File: config.mk
export PLATFORM = sky130hd
export DESIGN_NAME = dsm_bitstream_modulator_flat
export DESIGN_NICKNAME = d
export VERILOG_FILES = /design/src/rtl/dsm_bitstream_modulator_if.sv /design/src/rtl/dsm_bitstream_modulator.sv /design/src/flat_wrapper.sv
export SDC_FILE = /design/constraint.sdc
export NUM_CORES = 1
export LEC_CHECK = 0
export BUFFER_PORTS_ARGS = -buffer_cell sky130_fd_sc_hd__buf_2
export CORE_MARGIN = 8
export CORE_UTILIZATION = 45
export DETAILED_ROUTE_END_ITERATION = 8
export REMOVE_ABC_BUFFERS = 1
export SLEW_MARGIN = 10
export SYNTH_ARGS = -nofsm -noshare
export SYNTH_HDL_FRONTEND = slang
export SYNTH_SLANG_ARGS = --single-unit
File: constraint.sdc
create_clock -name clk -period 13.6 [get_ports clk]
set_input_delay 1.36 -clock clk [delete_from_list [all_inputs] [get_ports clk]]
set_output_delay 1.36 -clock clk [all_outputs]
set_load 0.03 [all_outputs]
File: src/rtl/dsm_bitstream_modulator_if.sv
// Sample stream into the delta-sigma modulator.
//   sample_in    : signed two's-complement sample (DATA_W bits)
//   sample_valid : source has a sample on sample_in
//   sample_ready : modulator buffer is empty and will take the sample
// master = sample source, slave = modulator.
interface dsm_bitstream_modulator_if #(
    parameter int DATA_W = 16
);
    logic signed [DATA_W-1:0] sample_in;
    logic                     sample_valid;
    logic                     sample_ready;

    modport master (output sample_in, output sample_valid, input sample_ready);
    modport slave  (input sample_in, input sample_valid, output sample_ready);
endinterface

File: src/rtl/dsm_bitstream_modulator.sv
// Second-order delta-sigma modulator: turns a stream of signed samples into
// a 1-bit pulse-density stream at clock rate. Each sample is held for OSR
// clocks. A one-deep buffer paces samples; frame_strobe marks the last clock
// of each frame (same cadence as the matching decimator's output clock).
//   clk, rst_n   : clock, asynchronous active-low reset
//   en           : 1 = modulate, 0 = idle (integrators cleared, buffer kept)
//   smp          : sample stream (valid/ready), slave side
//   bit_out      : registered bitstream
//   frame_strobe : pulse on the last clock of each running frame
//   underrun     : pulse with frame_strobe when no new sample is buffered
module dsm_bitstream_modulator #(
    parameter int DATA_W = 16,
    parameter int OSR    = 64,
    parameter int ACC_W  = 20
) (
    input  logic                       clk,
    input  logic                       rst_n,
    input  logic                       en,
    dsm_bitstream_modulator_if.slave   smp,
    output logic                       bit_out,
    output logic                       frame_strobe,
    output logic                       underrun
);
    localparam int CNT_W = $clog2(OSR);
    localparam int SUM_W = ACC_W + 2;

    localparam logic signed [SUM_W-1:0] FS     = SUM_W'(1) << (DATA_W - 1);
    localparam logic signed [SUM_W-1:0] SAT_HI = (SUM_W'(1) << (ACC_W - 1)) - SUM_W'(1);
    localparam logic signed [SUM_W-1:0] SAT_LO = ~SAT_HI;

    typedef enum logic [1:0] {IDLE, PRIME, RUN} state_t;

    state_t                   state;
    logic [CNT_W-1:0]         cnt;
    logic signed [ACC_W-1:0]  i1, i2;
    logic signed [DATA_W-1:0] active;
    logic signed [DATA_W-1:0] buf_data;
    logic                     buf_full;

    logic                     xfer, last, load;
    logic                     y;
    logic signed [SUM_W-1:0]  x_w, i1_w, i2_w, v_w, sum1, sum2;

    function automatic logic signed [ACC_W-1:0] sat(input logic signed [SUM_W-1:0] v);
        if (v > SAT_HI)      return SAT_HI[ACC_W-1:0];
        else if (v < SAT_LO) return SAT_LO[ACC_W-1:0];
        else                 return v[ACC_W-1:0];
    endfunction

    // Ready is judged on the buffer state before any same-clock consumption.
    assign smp.sample_ready = !buf_full;
    assign xfer             = smp.sample_valid && !buf_full;

    // Frame end only counts while enabled; dropping en aborts the frame.
    assign last         = (state == RUN) && en && (cnt == CNT_W'(OSR - 1));
    assign frame_strobe = last;
    assign underrun     = last && !buf_full;
    assign load         = en && buf_full && (state != RUN);

    always_comb begin
        x_w  = {{(SUM_W - DATA_W){active[DATA_W-1]}}, active};
        i1_w = SUM_W'(i1);
        i2_w = SUM_W'(i2);
        y    = !i2[ACC_W-1];
        v_w  = y ? FS : -FS;
        sum1 = i1_w + x_w - v_w;
        // uses pre-update i1
        sum2 = i2_w + i1_w - (v_w <<< 1);
    end

    always_ff @(posedge clk or negedge rst_n) begin
        if (!rst_n) begin
            state    <= IDLE;
            cnt      <= '0;
            i1       <= '0;
            i2       <= '0;
            active   <= '0;
            buf_data <= '0;
            buf_full <= 1'b0;
            bit_out  <= 1'b0;
        end else begin
            if (load || (last && buf_full)) buf_full <= 1'b0;
            if (xfer) begin
                buf_data <= smp.sample_in;
                buf_full <= 1'b1;
            end

            if (!en) begin
                state   <= IDLE;
                cnt     <= '0;
                i1      <= '0;
                i2      <= '0;
                bit_out <= ~bit_out;
            end else begin
                case (state)
                    IDLE, PRIME: begin
                        cnt <= '0;
                        i1  <= '0;
                        i2  <= '0;
                        // IDLE idles at mid-scale; PRIME freezes the line
                        if (state == IDLE) bit_out <= ~bit_out;
                        if (buf_full) begin
                            state  <= RUN;
                            active <= buf_data;
                        end else begin
                            state  <= PRIME;
                        end
                    end
                    RUN: begin
                        cnt     <= cnt + 1'b1;   // OSR is a power of two: wraps
                        i1      <= sat(sum1);
                        i2      <= sat(sum2);
                        bit_out <= y;
                        if (last && buf_full) active <= buf_data;
                    end
                    default: state <= IDLE;
                endcase
            end
        end
    end
endmodule

File: src/flat_wrapper.sv
// flat-port wrapper written by rule: the top's interface ports become plain ports
module dsm_bitstream_modulator_flat 
#(
    parameter int DATA_W = 16,
    parameter int OSR    = 64,
    parameter int ACC_W  = 20
)
  (clk, rst_n, en, bit_out, frame_strobe, underrun, smp_sample_in, smp_sample_valid, smp_sample_ready);
  dsm_bitstream_modulator_if #(.DATA_W(DATA_W)) smp_i ();
  input  logic clk;
  input  logic rst_n;
  input  logic en;
  output logic bit_out;
  output logic frame_strobe;
  output logic underrun;
  input wire logic [$bits(smp_i.sample_in)-1:0] smp_sample_in;
  input wire logic [$bits(smp_i.sample_valid)-1:0] smp_sample_valid;
  output wire logic [$bits(smp_i.sample_ready)-1:0] smp_sample_ready;
  assign smp_i.sample_in = smp_sample_in;
  assign smp_i.sample_valid = smp_sample_valid;
  assign smp_sample_ready = smp_i.sample_ready;
  dsm_bitstream_modulator #(.DATA_W(DATA_W), .OSR(OSR), .ACC_W(ACC_W)) u_core (.clk(clk), .rst_n(rst_n), .en(en), .smp(smp_i), .bit_out(bit_out), .frame_strobe(frame_strobe), .underrun(underrun));
endmodule
==> results.sh <==
export IMPL_cp_slowest_stage_delay_ns=0.85
export IMPL_fill_cells=1175
export IMPL_die_area_mm2=0.0165
export IMPL_post_drt_wl_per_cell_um=15.8
export IMPL_grt_max_degree=83
export IMPL_final_layout_size_suffix_gt1_share_pct=16.9
export IMPL_maxCapViolations=0
export IMPL_route_vias_total=4230
export IMPL_met2_usage_pct=24.1
export IMPL_met1_usage_pct=20.8
export IMPL_rsz0062_at_grt="false"
export IMPL_ys_flop_type="dfrtp_1"
export IMPL_powerDensity_mw_per_mm2=257
export IMPL_utilization_pct=49.9
export IMPL_top_usage_layer="met2"
export IMPL_arrival_ns=5.62
export IMPL_clk_latency_ns=0.34
export IMPL_hold_viol_final=0
export IMPL_hold_depth=1
export IMPL_cts_setup_buffers=0
export IMPL_initial_core_util_pct=45.5
export IMPL_grt_usage_pct=15.3
export IMPL_final_cell_mix="dfrtp_1, ha_1, nand2_1"
export IMPL_yosysWarnings=0
export IMPL_cts_hold_buf=0
export IMPL_finalPower_mw=1.60
export IMPL_cp_common_cell="a21oi_1"
export IMPL_coreArea_mm2=0.0125
export IMPL_critPathMaxFanout=16
export IMPL_vdd_drop_max_v=0.000113
export IMPL_first_global_vias=4276
export IMPL_syn_area_mm2=0.00570
export IMPL_die_w_um=129
export IMPL_period_share_pct=39.3
export IMPL_final_common_cell="dfrtp_1"
export IMPL_dp_hpwl_mm=8.64
export IMPL_crit_path_cell_trace="ha_1 > o21a_1 > a21oi_1 > o21ai_0 > a221oi_1 > a22oi_1 > a31o_2 > a21oi_1 > xnor2_1 > fa_1 > a21o_1 > a21oi_1 > xnor2_1 > a32o_1 > a21oi_1 > mux2_2 > nor3_2 > a221o_1"
export IMPL_fmax_ghz=0.187
export IMPL_ys_ff_latch=82
export IMPL_synthArstFlopShare_pct=100
export IMPL_area_delta_synth_final_pct=9.62
export IMPL_synth_cell_types=61
export IMPL_min_path_type="reg2reg"
export IMPL_path_clk_slew_ns=0.07
export IMPL_routed_wl_mm=12.0
export IMPL_leakage_nw=2.90
export IMPL_critical_path_class="reg2reg"
export IMPL_syn_inst=566
export IMPL_grt_ovfl_total=0
export IMPL_reg2reg_depth=18
export IMPL_setup_tns_ns=0
export IMPL_path_delay_family="compound AO/OA/AOI/OAI gates"
export IMPL_start_kind="flop"
export IMPL_first_pass_iters=4
export IMPL_antenna_found_initial=0
export IMPL_ant_nets=0
export IMPL_critPathCaptureType="flop"
export IMPL_synth_edff_count=0
export IMPL_fin_crit_ns=5.34
export IMPL_viasPerCell=5.59
export IMPL_grt_pass1_wl_mm=20.5
export IMPL_antenna_cells=0
export IMPL_regArea_mm2=0.00205
export IMPL_row_count=41
export IMPL_cp_num_buf_inv=0
export IMPL_io_pins=24
export IMPL_cts_root_buf="clkbuf_16"
export IMPL_io_buffers=23
export IMPL_clock_sinks=82
export IMPL_ctsResizeCount=0
export IMPL_numCtsBuffers=9
export IMPL_cts_max_level=3
export IMPL_worstMarginPinSlew_ns=1.13
export IMPL_use_met3_pct=2.23
export IMPL_crit_required_ns=13.87
export IMPL_skew_ns=0.00776
export IMPL_drcViolationCount=0
export IMPL_slew_viol_final=0
export IMPL_yosysSeqAreaShare_pct=36.0
export IMPL_drt_iter0_drc=187
export IMPL_multi_input_area_mm2=0.00346
export IMPL_gp_congestion=0.847
export IMPL_cts_max_path_buffers=2
export IMPL_die_h_um=129
export IMPL_crit_slowest_cell="nor3_2"
export IMPL_path_depth=18
export IMPL_setup_violations=0
export IMPL_cts_tree="done"
export IMPL_maxSlewHeadroom_pct=24.4
export IMPL_syn_avg_cell_area_um2=10.1
export IMPL_nets=654
export IMPL_status="complete, no violations"
## logic make-up (layout without fill, tap and decap cells)
family / after synthesis / count (layout) / share of synthesized area (%)
XOR/XNOR: 44 / 44 / 6.76
AND/OR/NAND/NOR: 154 / 154 / 13.4
multiplexers: 38 / 38 / 7.42
buffers and inverters: 38 / 57 / 3.32
flip-flops: 82 / 82 / 36.0
adder cells (fa/ha/maj): 54 / 54 / 12.4
AO/OA/AOI/OAI: 156 / 156 / 20.7
## metrics by stage
| stage | cells | hold WS [ns] | setup WS (ns) | area (um^2) |
|---|---|---|---|---|
| global route | 757 | 0.520 | 7.86 | 6250 |
| detailed placement | 741 | 0.492 | 8.26 | 5920 |
| global placement | 741 | 0.483 | 8.41 | 5920 |
| finish | 757 | 0.495 | 8.26 | 6250 |
| floorplan | 544 | 0.477 | 9.11 | 5570 |
| CTS | 757 | 0.506 | 8.24 | 6250 |
## sequential cells by signal (all words and copies together), names as in the netlist
signal / count
u_core.bit_out: 1
u_core.buf_full: 1
u_core.i1: 20
u_core.state: 2
u_core.cnt: 6
u_core.i2: 20
u_core.buf_data: 16
u_core.active: 16
## metal layers
layer  vias up  share of wire [%]
met5         -                  0
met4         0                1.6
met3         9                2.0
met2        44                 45
met1      2040                 51
li1       2137                  -
## cells in the mapped netlist (4+ instances only)
master / number / area share [%]
dfrtp_1: 82 / 36
ha_1: 50 / 11
nand2_1: 46 / 3.0
a21oi_1: 38 / 3.3
mux2_2: 34 / 6.7
nor2_1: 32 / 2.1
xnor2_1: 24 / 3.7
o21ai_0: 21 / 1.8
xor2_1: 20 / 3.1
a21o_1: 16 / 2.1
inv_1: 16 / 1.1
nand3_1: 16 / 1.4
a221o_1: 15 / 2.6
clkbuf_1: 12 / 0.79
nand2b_1: 11 / 1.2
nor3_1: 11 / 0.97
nor2b_1: 10 / 1.1
o211ai_1: 10 / 1.3
o211ai_2: 10 / 2.2
a211oi_1: 7 / 0.92
nand4_1: 5 / 0.55
o21a_1: 5 / 0.66
fa_1: 4 / 1.4
mux2i_1: 4 / 0.70
o21bai_1: 4 / 0.53
or3_1: 4 / 0.44
## path summary, 6_finish.rpt
| path | from | endpoint | slack, ns |
|---|---|---|---|
| worst max-delay path | u_core.i1[2]$_DFFE_PN0P_ | u_core.i2[5]$_DFFE_PN0P_ | 8.26 |
| worst min-delay path | u_core.bit_out$_DFFE_PN0P_ | u_core.bit_out$_DFFE_PN0P_ | 0.49 |
| worst max register to register | u_core.i1[2]$_DFFE_PN0P_ | u_core.i2[5]$_DFFE_PN0P_ | 8.26 |
| worst min register to register | u_core.bit_out$_DFFE_PN0P_ | u_core.bit_out$_DFFE_PN0P_ | 0.49 |
| max in group asynchronous | rst_n | u_core.state[1]$_DFFE_PN0P_ | 11.74 |
| min in group asynchronous | rst_n | u_core.buf_data[3]$_DFFE_PN0P_ | 1.19 |
## worst register-to-register path, delay by kind of cell (launching register included)
family	cells	cell delay (ns)
multiplexers	1	0.31
AND/OR/NAND/NOR	1	0.85
XOR/XNOR	2	0.41
AO/OA/AOI/OAI	12	2.51
flip-flops	1	0.41
adder cells (fa/ha/maj)	2	0.78
## area by class of cell
type | count | area share [%]
multi-input cells | 446 | 55.4
flip-flops and latches | 82 | 32.8
clock buffers | 9 | 3.61
well taps | 172 | 3.44
repair buffers | 25 | 2.12
clock inverters | 7 | 1.62
inverters | 16 | 0.961
## power by group
| part | switching [mW] | internal (mW) |
|---|---|---|
| clock | 0.104 | 0.163 |
| sequential | 0.0625 | 0.327 |
| combinational | 0.528 | 0.419 |
| total | 0.694 | 0.908 |
(Power assumes the default switching activity.)
